$ cat config.mk
export PLATFORM = sky130hd
export DESIGN_NAME = alu_vector_sequencer
export DESIGN_NICKNAME = d
export VERILOG_FILES = /design/src/rtl/alu_vector_sequencer.sv
export SDC_FILE = /design/constraint.sdc
export NUM_CORES = 1
export LEC_CHECK = 0
export CORE_MARGIN = 2
export CORE_UTILIZATION = 50
export CTS_BUF_LIST = sky130_fd_sc_hd__clkbuf_2
export CTS_CLUSTER_SIZE = 12
export DETAILED_ROUTE_END_ITERATION = 8
export PLACE_DENSITY_LB_ADDON = 0.05
export SYNTH_ARGS = -nofsm -noshare
export SYNTH_HDL_FRONTEND = slang
export SYNTH_SLANG_ARGS = --single-unit
$ cat constraint.sdc
create_clock -name i_clk -period 4.25 [get_ports i_clk]
set_input_delay 0.425 -clock i_clk [delete_from_list [all_inputs] [get_ports i_clk]]
set_output_delay 0.425 -clock i_clk [all_outputs]
set_load 0.05 [all_outputs]
$ cat src/rtl/alu_vector_sequencer.sv
`default_nettype none
// ============================================================================
// Module      : alu_vector_sequencer
// Description : Walks a 32-bit multifunction ALU through 64 test vectors
//               (8 operand sets x 8 ops). Drives AA/BB/ALU_OP, waits for
//               the result to settle, then registers F/ZF/OF for display.
//               Advances on a STEP button or automatically after a hold time.
//               Optional macro ALU_SEQ_SIGNATURE_EN enables a rotating-XOR
//               result signature on o_sig; otherwise o_sig is tied to zero.
// Revision    : 1.0 - initial release
// ============================================================================
module alu_vector_sequencer #(
    parameter int SETTLE_CYCLES = 2,
    parameter int HOLD_CYCLES   = 50_000_000
) (
    input  logic        i_clk,
    input  logic        i_rst_n,
    input  logic        i_start,
    input  logic        i_step,
    input  logic        i_auto,
    input  logic [31:0] i_f,
    input  logic        i_zf,
    input  logic        i_of,
    output logic [31:0] o_aa,
    output logic [31:0] o_bb,
    output logic [2:0]  o_alu_op,
    output logic [5:0]  o_idx,
    output logic [31:0] o_res,
    output logic        o_res_zf,
    output logic        o_res_of,
    output logic        o_busy,
    output logic        o_done,
    output logic [31:0] o_sig
);

    // Counter widths; both are at least one bit even for degenerate settings.
    localparam int c_SETTLE_W = (SETTLE_CYCLES < 1) ? 1 : $clog2(SETTLE_CYCLES + 1);
    localparam int c_HOLD_W   = (HOLD_CYCLES < 2) ? 1 : $clog2(HOLD_CYCLES + 1);
    localparam logic [c_SETTLE_W-1:0] c_SETTLE_LOAD = c_SETTLE_W'(SETTLE_CYCLES);
    localparam logic [c_SETTLE_W-1:0] c_SETTLE_ONE  = c_SETTLE_W'(1);
    localparam logic [c_HOLD_W-1:0]   c_HOLD_LAST   = c_HOLD_W'(HOLD_CYCLES - 1);

    typedef enum logic [2:0] {
        S_IDLE    = 3'd0,
        S_ISSUE   = 3'd1,
        S_SETTLE  = 3'd2,
        S_CAPTURE = 3'd3,
        S_HOLD    = 3'd4,
        S_FINISH  = 3'd5
    } state_t;

    state_t                r_state;
    logic [2:0]            r_start_sync;   // [0],[1] synchroniser, [2] edge history
    logic [2:0]            r_step_sync;
    logic [1:0]            r_auto_sync;
    logic [c_SETTLE_W-1:0] r_settle_cnt;
    logic [c_HOLD_W-1:0]   r_hold_cnt;
    logic [5:0]            r_idx;
    logic [31:0]           r_aa;
    logic [31:0]           r_bb;
    logic [2:0]            r_alu_op;
    logic [31:0]           r_res;
    logic                  r_res_zf;
    logic                  r_res_of;
    logic                  r_busy;
    logic                  r_done;
`ifdef ALU_SEQ_SIGNATURE_EN
    logic [31:0]           r_sig;
`endif

    logic w_start_edge;
    logic w_step_edge;
    logic w_auto;

    assign w_start_edge = r_start_sync[1] & ~r_start_sync[2];
    assign w_step_edge  = r_step_sync[1]  & ~r_step_sync[2];
    assign w_auto       = r_auto_sync[1];

    // Operand table indexed by IDX[5:3]; packed as {AA, BB}.
    function automatic logic [63:0] f_operands(input logic [2:0] i_set);
        case (i_set)
            3'd0:    f_operands = {32'h0000_0000, 32'h0000_0000};
            3'd1:    f_operands = {32'h0000_0003, 32'h0000_0607};
            3'd2:    f_operands = {32'h8000_0000, 32'h8000_0000};
            3'd3:    f_operands = {32'h7FFF_FFFF, 32'h7FFF_FFFF};
            3'd4:    f_operands = {32'hFFFF_FFFF, 32'hFFFF_FFFF};
            3'd5:    f_operands = {32'h8000_0000, 32'hFFFF_FFFF};
            3'd6:    f_operands = {32'h1234_5678, 32'h3333_2222};
            default: f_operands = {32'h9ABC_DEF0, 32'h1111_2222};
        endcase
    endfunction

    // Button/switch synchronisers with edge-history stage.
    always_ff @(posedge i_clk or negedge i_rst_n) begin
        if (!i_rst_n) begin
            r_start_sync <= '0;
            r_step_sync  <= '0;
            r_auto_sync  <= '0;
        end else begin
            r_start_sync <= {r_start_sync[1:0], i_start};
            r_step_sync  <= {r_step_sync[1:0], i_step};
            r_auto_sync  <= {r_auto_sync[0], i_auto};
        end
    end

    // Sequencer FSM with all outputs registered.
    always_ff @(posedge i_clk or negedge i_rst_n) begin
        if (!i_rst_n) begin
            r_state      <= S_IDLE;
            r_settle_cnt <= '0;
            r_hold_cnt   <= '0;
            r_idx        <= '0;
            r_aa         <= '0;
            r_bb         <= '0;
            r_alu_op     <= '0;
            r_res        <= '0;
            r_res_zf     <= 1'b0;
            r_res_of     <= 1'b0;
            r_busy       <= 1'b0;
            r_done       <= 1'b0;
`ifdef ALU_SEQ_SIGNATURE_EN
            r_sig        <= '0;
`endif
        end else begin
            case (r_state)
                // START is only honoured when no run is in progress.
                S_IDLE, S_FINISH: begin
                    if (w_start_edge) begin
                        r_idx   <= '0;
                        r_done  <= 1'b0;
`ifdef ALU_SEQ_SIGNATURE_EN
                        r_sig   <= '0;
`endif
                        r_state <= S_ISSUE;
                    end
                end
                S_ISSUE: begin
                    {r_aa, r_bb}  <= f_operands(r_idx[5:3]);
                    r_alu_op      <= r_idx[2:0];
                    r_busy        <= 1'b1;
                    r_settle_cnt  <= c_SETTLE_LOAD;
                    r_state       <= (SETTLE_CYCLES == 0) ? S_CAPTURE : S_SETTLE;
                end
                S_SETTLE: begin
                    if (r_settle_cnt <= c_SETTLE_ONE) begin
                        r_state <= S_CAPTURE;
                    end else begin
                        r_settle_cnt <= r_settle_cnt - c_SETTLE_ONE;
                    end
                end
                S_CAPTURE: begin
                    r_res      <= i_f;
                    r_res_zf   <= i_zf;
                    r_res_of   <= i_of;
`ifdef ALU_SEQ_SIGNATURE_EN
                    r_sig      <= {r_sig[30:0], r_sig[31]} ^ i_f ^ {30'b0, i_of, i_zf};
`endif
                    r_hold_cnt <= '0;
                    r_state    <= S_HOLD;
                end
                S_HOLD: begin
                    if (w_step_edge || (w_auto && (r_hold_cnt == c_HOLD_LAST))) begin
                        r_hold_cnt <= '0;
                        if (r_idx == 6'd63) begin
                            r_busy  <= 1'b0;
                            r_done  <= 1'b1;
                            r_state <= S_FINISH;
                        end else begin
                            r_idx   <= r_idx + 6'd1;
                            r_state <= S_ISSUE;
                        end
                    end else if (!w_auto) begin
                        r_hold_cnt <= '0;
                    end else begin
                        r_hold_cnt <= r_hold_cnt + 1'b1;
                    end
                end
                default: r_state <= S_IDLE;
            endcase
        end
    end

    assign o_aa     = r_aa;
    assign o_bb     = r_bb;
    assign o_alu_op = r_alu_op;
    assign o_idx    = r_idx;
    assign o_res    = r_res;
    assign o_res_zf = r_res_zf;
    assign o_res_of = r_res_of;
    assign o_busy   = r_busy;
    assign o_done   = r_done;
`ifdef ALU_SEQ_SIGNATURE_EN
    assign o_sig    = r_sig;
`else
    assign o_sig    = 32'h0;
`endif

endmodule
`default_nettype wire

==> results.json, run 1 <==
{
  "globalplace.congestion": 0.8320,
  "start_kind": "flop",
  "synth_warnings": 0,
  "max-cap-violations": 0,
  "rows": 36,
  "worstPathMaxFanout": 17,
  "fillCellCount": 823,
  "drt_iter0_markers": 233,
  "dieArea_um2": 10760,
  "finalHoldViolations": 0,
  "drtPass1Iterations": 5,
  "crit_family": "buffers and inverters",
  "post_cts_resized": 0,
  "setup_viol": 0,
  "hpwl_um": 7212,
  "status": "complete, no violations",
  "finalSetupTns_ns": 0,
  "drv_slew": 0,
  "drive_gt1_share_pct": 11.17,
  "die_h_um": 103.7,
  "fmax_ghz": 0.3951,
  "r2r-start": "r_hold_cnt[0]",
  "numCtsBuffers": 9,
  "path_cells": "clkdlybuf4s50_1",
  "cp.required_ns": 3.83,
  "initial_core_util_pct": 51.13,
  "hp-class": "in -> reg",
  "grt_pass1_wl_um": 17020,
  "tightest_slew_ns": 1.162,
  "ant_nets": 0,
  "relSlewSlack_pct": 22.51,
  "synth_cell_types": 58,
  "seq_area_um2": 2402,
  "die_x_um": 103.7,
  "path_clk_slew_ns": 0.25,
  "yosysTopAreaCellShare_pct": 48.29,
  "worst_hold_startpoint": "i_start",
  "syn_avg_cell_area_um2": 10.34,
  "holdBufCountCts": 1,
  "htreeDepth": 3,
  "antenna_cells": 0,
  "async_flop_share_pct": 100.0,
  "grt_pass1_vias": 3543,
  "cpMaxStageDelayCell": "clkdlybuf4s50_1",
  "reg2reg_depth": 6,
  "place_ws_ns": 1.919,
  "viasPerCell": 5.289,
  "cts_tree": "yes",
  "track_usage_pct": 19.22,
  "grt_max_degree": 65,
  "synth_edf_count": 0,
  "fin_crit_sh_pct": 59.56,
  "cp_data_arrival_time_ns": 2.11,
  "ioPinCount": 180,
  "critPathKind": "reg -> out",
  "cts.path.max_buffers": 2,
  "postRouteWirelength_um": 10320,
  "grt_remaining_overflow": 0,
  "slowest_delay_ns": 0.89,
  "yosysSeqAreaShare_pct": 48.29,
  "worstHoldEndpoint": "r_start_sync[0]",
  "synthToLayoutAreaGrowth_pct": 22.76,
  "core_um2": 9729,
  "syn-instance-count": 481,
  "wl_per_cell_um": 14.62,
  "ys.flop_type": "dfrtp_1",
  "drc": 0,
  "multi_input_area_um2": 1916,
  "insertion_delay_ns": 0.55,
  "cts_setup_buffers": 0,
  "crit_buf_inv": 1,
  "worst_r2r_endpoint": "o_idx[5]",
  "cts.sinks": 96,
  "clockRootBuffer": "clkbuf_2",
  "end_kind": "output pin",
  "vias": 3734,
  "synth.ff_latch_count": 96,
  "whs_path_depth": 1,
  "finClkSkew_ns": 0.04181,
  "synth_top_cell_by_area": "dfrtp_1",
  "antenna_found_initial": 0,
  "r2r_setup_slack_ns": 1.82,
  "setup_slack_ns": 1.719,
  "nets": 613,
  "netlist_area_um2": 4975,
  "rsz0062_at_grt": "no",
  "io_buffers": 147,
  "fin_crit_ns": 2.531,
  "synthTopCellsByArea": "dfrtp_1 (48%), buf_4 (13%), mux2_2 (8.4%)"
}
-- Yosys cell counts (2+ instances only) --
master / n
a21oi_1: 28
a22o_1: 2
a31oi_1: 16
and3_1: 3
and4_1: 2
buf_1: 2
buf_2: 2
buf_4: 84
clkbuf_1: 13
dfrtp_1: 96
ha_1: 3
inv_1: 15
mux2_2: 37
mux2i_1: 2
nand2_1: 26
nand2b_1: 8
nand3_1: 19
nand4_1: 11
nor2_1: 26
nor2b_1: 4
nor3_1: 4
nor4_1: 5
nor4b_1: 2
o211ai_1: 2
o21a_1: 2
o21ai_0: 17
o22a_1: 4
o2bb2ai_1: 2
o311ai_0: 3
o31a_1: 2
or3_1: 7
or4_1: 3
or4_4: 2
xnor2_1: 3
-- stage by stage --
stage          cell area [um^2]  hold WS [ns]  utilization, %  std cells
3_5_place_dp               6032        0.3364           62.00        692
2_1_floorplan              5091        0.1294               -        512
5_1_grt                    6107        0.2521           62.77        706
6_report                   6107        0.3036           62.77        706
3_3_place_gp               6032        0.3321           62.00        692
4_1_cts                    6107        0.2624           62.77        706
-- registers in the layout, summed over array words and instances (netlist names), 3 cells and up --
signal        flops
r_state           3
o_bb              6
r_step_sync       3
o_res            32
r_hold_cnt       26
o_alu_op          3
r_start_sync      3
o_idx             6
o_aa              6
-- worst max-delay path by stage --
stage	from	to	slack, ns	cells past startpoint
after floorplan	o_idx[3]	o_idx[1]	1.93	5
after global placement	r_state[2]	r_hold_cnt[13]	1.95	5
after detailed placement	r_hold_cnt[0]	o_idx[5]	1.92	6
after CTS	o_bb[30]	o_bb[19]	1.66	1
after global routing	o_bb[30]	o_bb[26]	1.57	1
final	o_bb[30]	o_bb[14]	1.72	1
-- routing by layer --
metal | vias up | track usage (%) | routed length (um)
li1 | 1767 | - | -
met1 | 1774 | 25.39 | 4552
met2 | 179 | 28.57 | 4518
met3 | 14 | 7.426 | 1098
met4 | 0 | 7.625 | 154
met5 | - | 0 | 0
-- kinds of logic (layout without fill, tap and decap cells) --
kind of cell             count (synthesis)  in the layout  share of synthesized area [%]
adder cells (fa/ha/maj)                  3              3                         0.7546
buffers and inverters                  118            179                          15.54
AO/OA/AOI/OAI                           88             88                          11.19
AND/OR/NAND/NOR                        133            133                          14.84
XOR/XNOR                                 3              3                         0.5283
other                                    1             32                        0.07538
flip-flops                              96             96                          48.29
multiplexers                            39             39                          8.778
-- layout make-up --
type | count | area share (%)
multi-input cells | 298 | 31.37
clock buffers | 11 | 0.9015
clock inverters | 2 | 0.1639
flip-flops and latches | 96 | 39.34
inverters | 15 | 0.9219
repair buffers | 151 | 24.59
well taps | 133 | 2.725
-- layout by cell type (no fill, tap or decap), types with 8 or more instances in the layout --
cell type	n
clkdlybuf4s50_1	146
dfrtp_1	96
mux2_2	37
conb_1	32
a21oi_1	28
nand2_1	26
nor2_1	26
nand3_1	19
o21ai_0	17
a31oi_1	16
inv_1	15
nand4_1	11
clkbuf_2	11
nand2b_1	8
Power of run 1 is left out: the tool's default activity adds up to more than one toggle a clock period on the data nets, which glitch-free logic cannot reach.
==> run 2, diff against run 1 <==
--- a/config.mk
+++ b/config.mk
@@ -6,7 +6,7 @@
 export NUM_CORES = 1
 export LEC_CHECK = 0
 export CORE_MARGIN = 2
-export CORE_UTILIZATION = 50
+export CORE_UTILIZATION = 42
 export CTS_BUF_LIST = sky130_fd_sc_hd__clkbuf_2
 export CTS_CLUSTER_SIZE = 12
 export DETAILED_ROUTE_END_ITERATION = 8
==> constraint.sdc (replaced) <==
create_clock -name i_clk -period 2.08 [get_ports i_clk]
set_input_delay 0.208 -clock i_clk [delete_from_list [all_inputs] [get_ports i_clk]]
set_output_delay 0.208 -clock i_clk [all_outputs]
set_load 0.05 [all_outputs]
==> results.json, run 2 (same netlist as run 1, synthesis figures left out) <==
{
  "status": "finished with violations",
  "violations": "setup timing",
  "place_ws_ns": -0.05945,
  "worstPathMaxFanout": 5,
  "rows": 39,
  "fin_crit_ns": 2.120,
  "cpMaxStageDelayCell": "dfrtp_1",
  "die_x_um": 112.8,
  "viasPerCell": 5.139,
  "drive_gt1_share_pct": 23.88,
  "layout_commonest_cell": "dfrtp_1",
  "setup_slack_ns": -0.03957,
  "p_clk_share_pct": 9.4,
  "slowest_delay_ns": 0.46,
  "whs_ns": 0.07888,
  "drv_slew": 0,
  "numCtsBuffers": 9,
  "cts_tree": "yes",
  "fin_crit_sh_pct": 101.9,
  "grt_pass1_vias": 3850,
  "antenna_found_initial": 2,
  "drc": 0,
  "synthToLayoutAreaGrowth_pct": 35.24,
  "hp-class": "in -> async",
  "path_cells": "ha_2 > nand4_1 > or3_4 > o21a_4 > o41a_1 > a31o_2",
  "die_h_um": 112.8,
  "path_clk_slew_ns": 0.26,
  "largest_register_ffs": 32,
  "p_leak_nw": 3.141,
  "dieArea_um2": 12730,
  "drtPass1Iterations": 4,
  "tightest_slew_ns": 0.9164,
  "ioPinCount": 180,
  "reg2reg_depth": 6,
  "nets": 662,
  "insertion_delay_ns": 0.57,
  "start_kind": "flop",
  "drt_iter0_markers": 159,
  "switching_share_pct": 55.74,
  "rsz0062_at_grt": "yes",
  "track_usage_pct": 17.72,
  "wl_per_cell_um": 14.79,
  "grt_remaining_overflow": 0,
  "grt_pass1_wl_um": 18070,
  "critPathKind": "reg -> reg",
  "p_comb_share_pct": 64.4,
  "worst_r2r_endpoint": "o_idx[2]",
  "irDropWorstVdd_mv": 1.441,
  "cp.required_ns": 2.56,
  "max-cap-violations": 0,
  "p_int_mw": 4.809,
  "htreeDepth": 3,
  "critical_path.startpoint": "r_hold_cnt[0]",
  "end_kind": "flop",
  "report.power.total_mw": 10.87,
  "p_switching_mw": 6.056,
  "vias": 3947,
  "layout_common_cells": "dfrtp_1 (93), dlygate4sd2_1 (79), clkdlybuf4s50_1 (50)",
  "grt_max_degree": 46,
  "globalplace.congestion": 0.8170,
  "fmax_ghz": 0.4718,
  "postRouteWirelength_um": 11360,
  "power_frac_seq_pct": 26.2,
  "cts.path.max_buffers": 2,
  "cp_data_arrival_time_ns": 2.60,
  "finalHoldViolations": 0,
  "hpwl_um": 7881,
  "initial_core_util_pct": 43.38,
  "r2r_setup_slack_ns": -0.04,
  "relSlewSlack_pct": 38.91,
  "clockRootBuffer": "clkbuf_2",
  "core_um2": 11470,
  "io_buffers": 147,
  "r2r-start": "r_hold_cnt[0]",
  "ant_nets": 0,
  "setup_viol": 1,
  "finClkSkew_ns": 0.02685,
  "powerDensity_nw_per_um2": 1615,
  "cts.sinks": 96
}
## run 2: layer usage
metal / track usage, % / vias to the layer above / share of wire (%)
li1: - / 1873 / -
met1: 21.62 / 1889 / 42
met2: 27.90 / 164 / 46
met3: 6.749 / 19 / 9.6
met4: 8.211 / 2 / 2.3
met5: 0 / - / 0.097
## run 2: metrics by stage
step	area (um^2)	utilization, %	cells	TNS, ns
after floorplan	5097	-	512	0
after global placement	6369	55.54	741	0
after detailed placement	6369	55.54	741	-0.2018
after CTS	6530	56.94	765	-0.02495
after global routing	6728	58.67	768	-1.143
final	6728	58.67	768	-0.03957
## run 2: worst max path at each step
stage / slack, ns / endpoint / cells past startpoint
final: -0.04 / o_idx[2] / 6
after global routing: -0.11 / o_idx[2] / 6
after CTS: -0.02 / o_idx[2] / 6
after detailed placement: -0.06 / o_idx[0] / 6
after global placement: 0.01 / o_idx[1] / 6
after floorplan: 0.02 / o_idx[1] / 5
## run 2: worst max-delay path: cells and delay by family, from the launching register on
family	cells	cell delay (ns)
adder cells (fa/ha/maj)	1	0.19
AND/OR/NAND/NOR	2	0.51
flip-flops	1	0.46
AO/OA/AOI/OAI	3	0.86
## run 2: cell type report
type / instances / area [um^2]
Tap cell: 143 / 178.9
Timing Repair Buffer: 199 / 1832
Antenna cell: 1 / 2.502
Sequential cell: 96 / 2406
Clock inverter: 5 / 81.33
Multi-Input combinational cell: 299 / 2121
Clock buffer: 10 / 50.05
Fill cell: 1012 / 4740
Inverter: 15 / 56.30
## run 2: power by group through the flow
stage	Clock [mW]	Combinational [mW]	Sequential, mW
after floorplan	0	4.03	4.60
after global placement	0	7.42	2.88
after detailed placement	0	7.46	2.93
after CTS	1.08	6.98	2.86
after global routing	1.13	7.31	2.96
final	1.02	7.00	2.84
## run 2: what timing repair did
action / 4_1_cts / 5_1_grt
gates resized for setup: 99 / 60
pin swaps: 2 / 16
gates cloned: 1 / 0
setup buffers: 4 / 2
hold buffers: 4 / 0
endpoints found under the setup margin: 103 / 62
endpoints found under the hold margin: 99 / 0
Power figures use the tool's default switching activity.
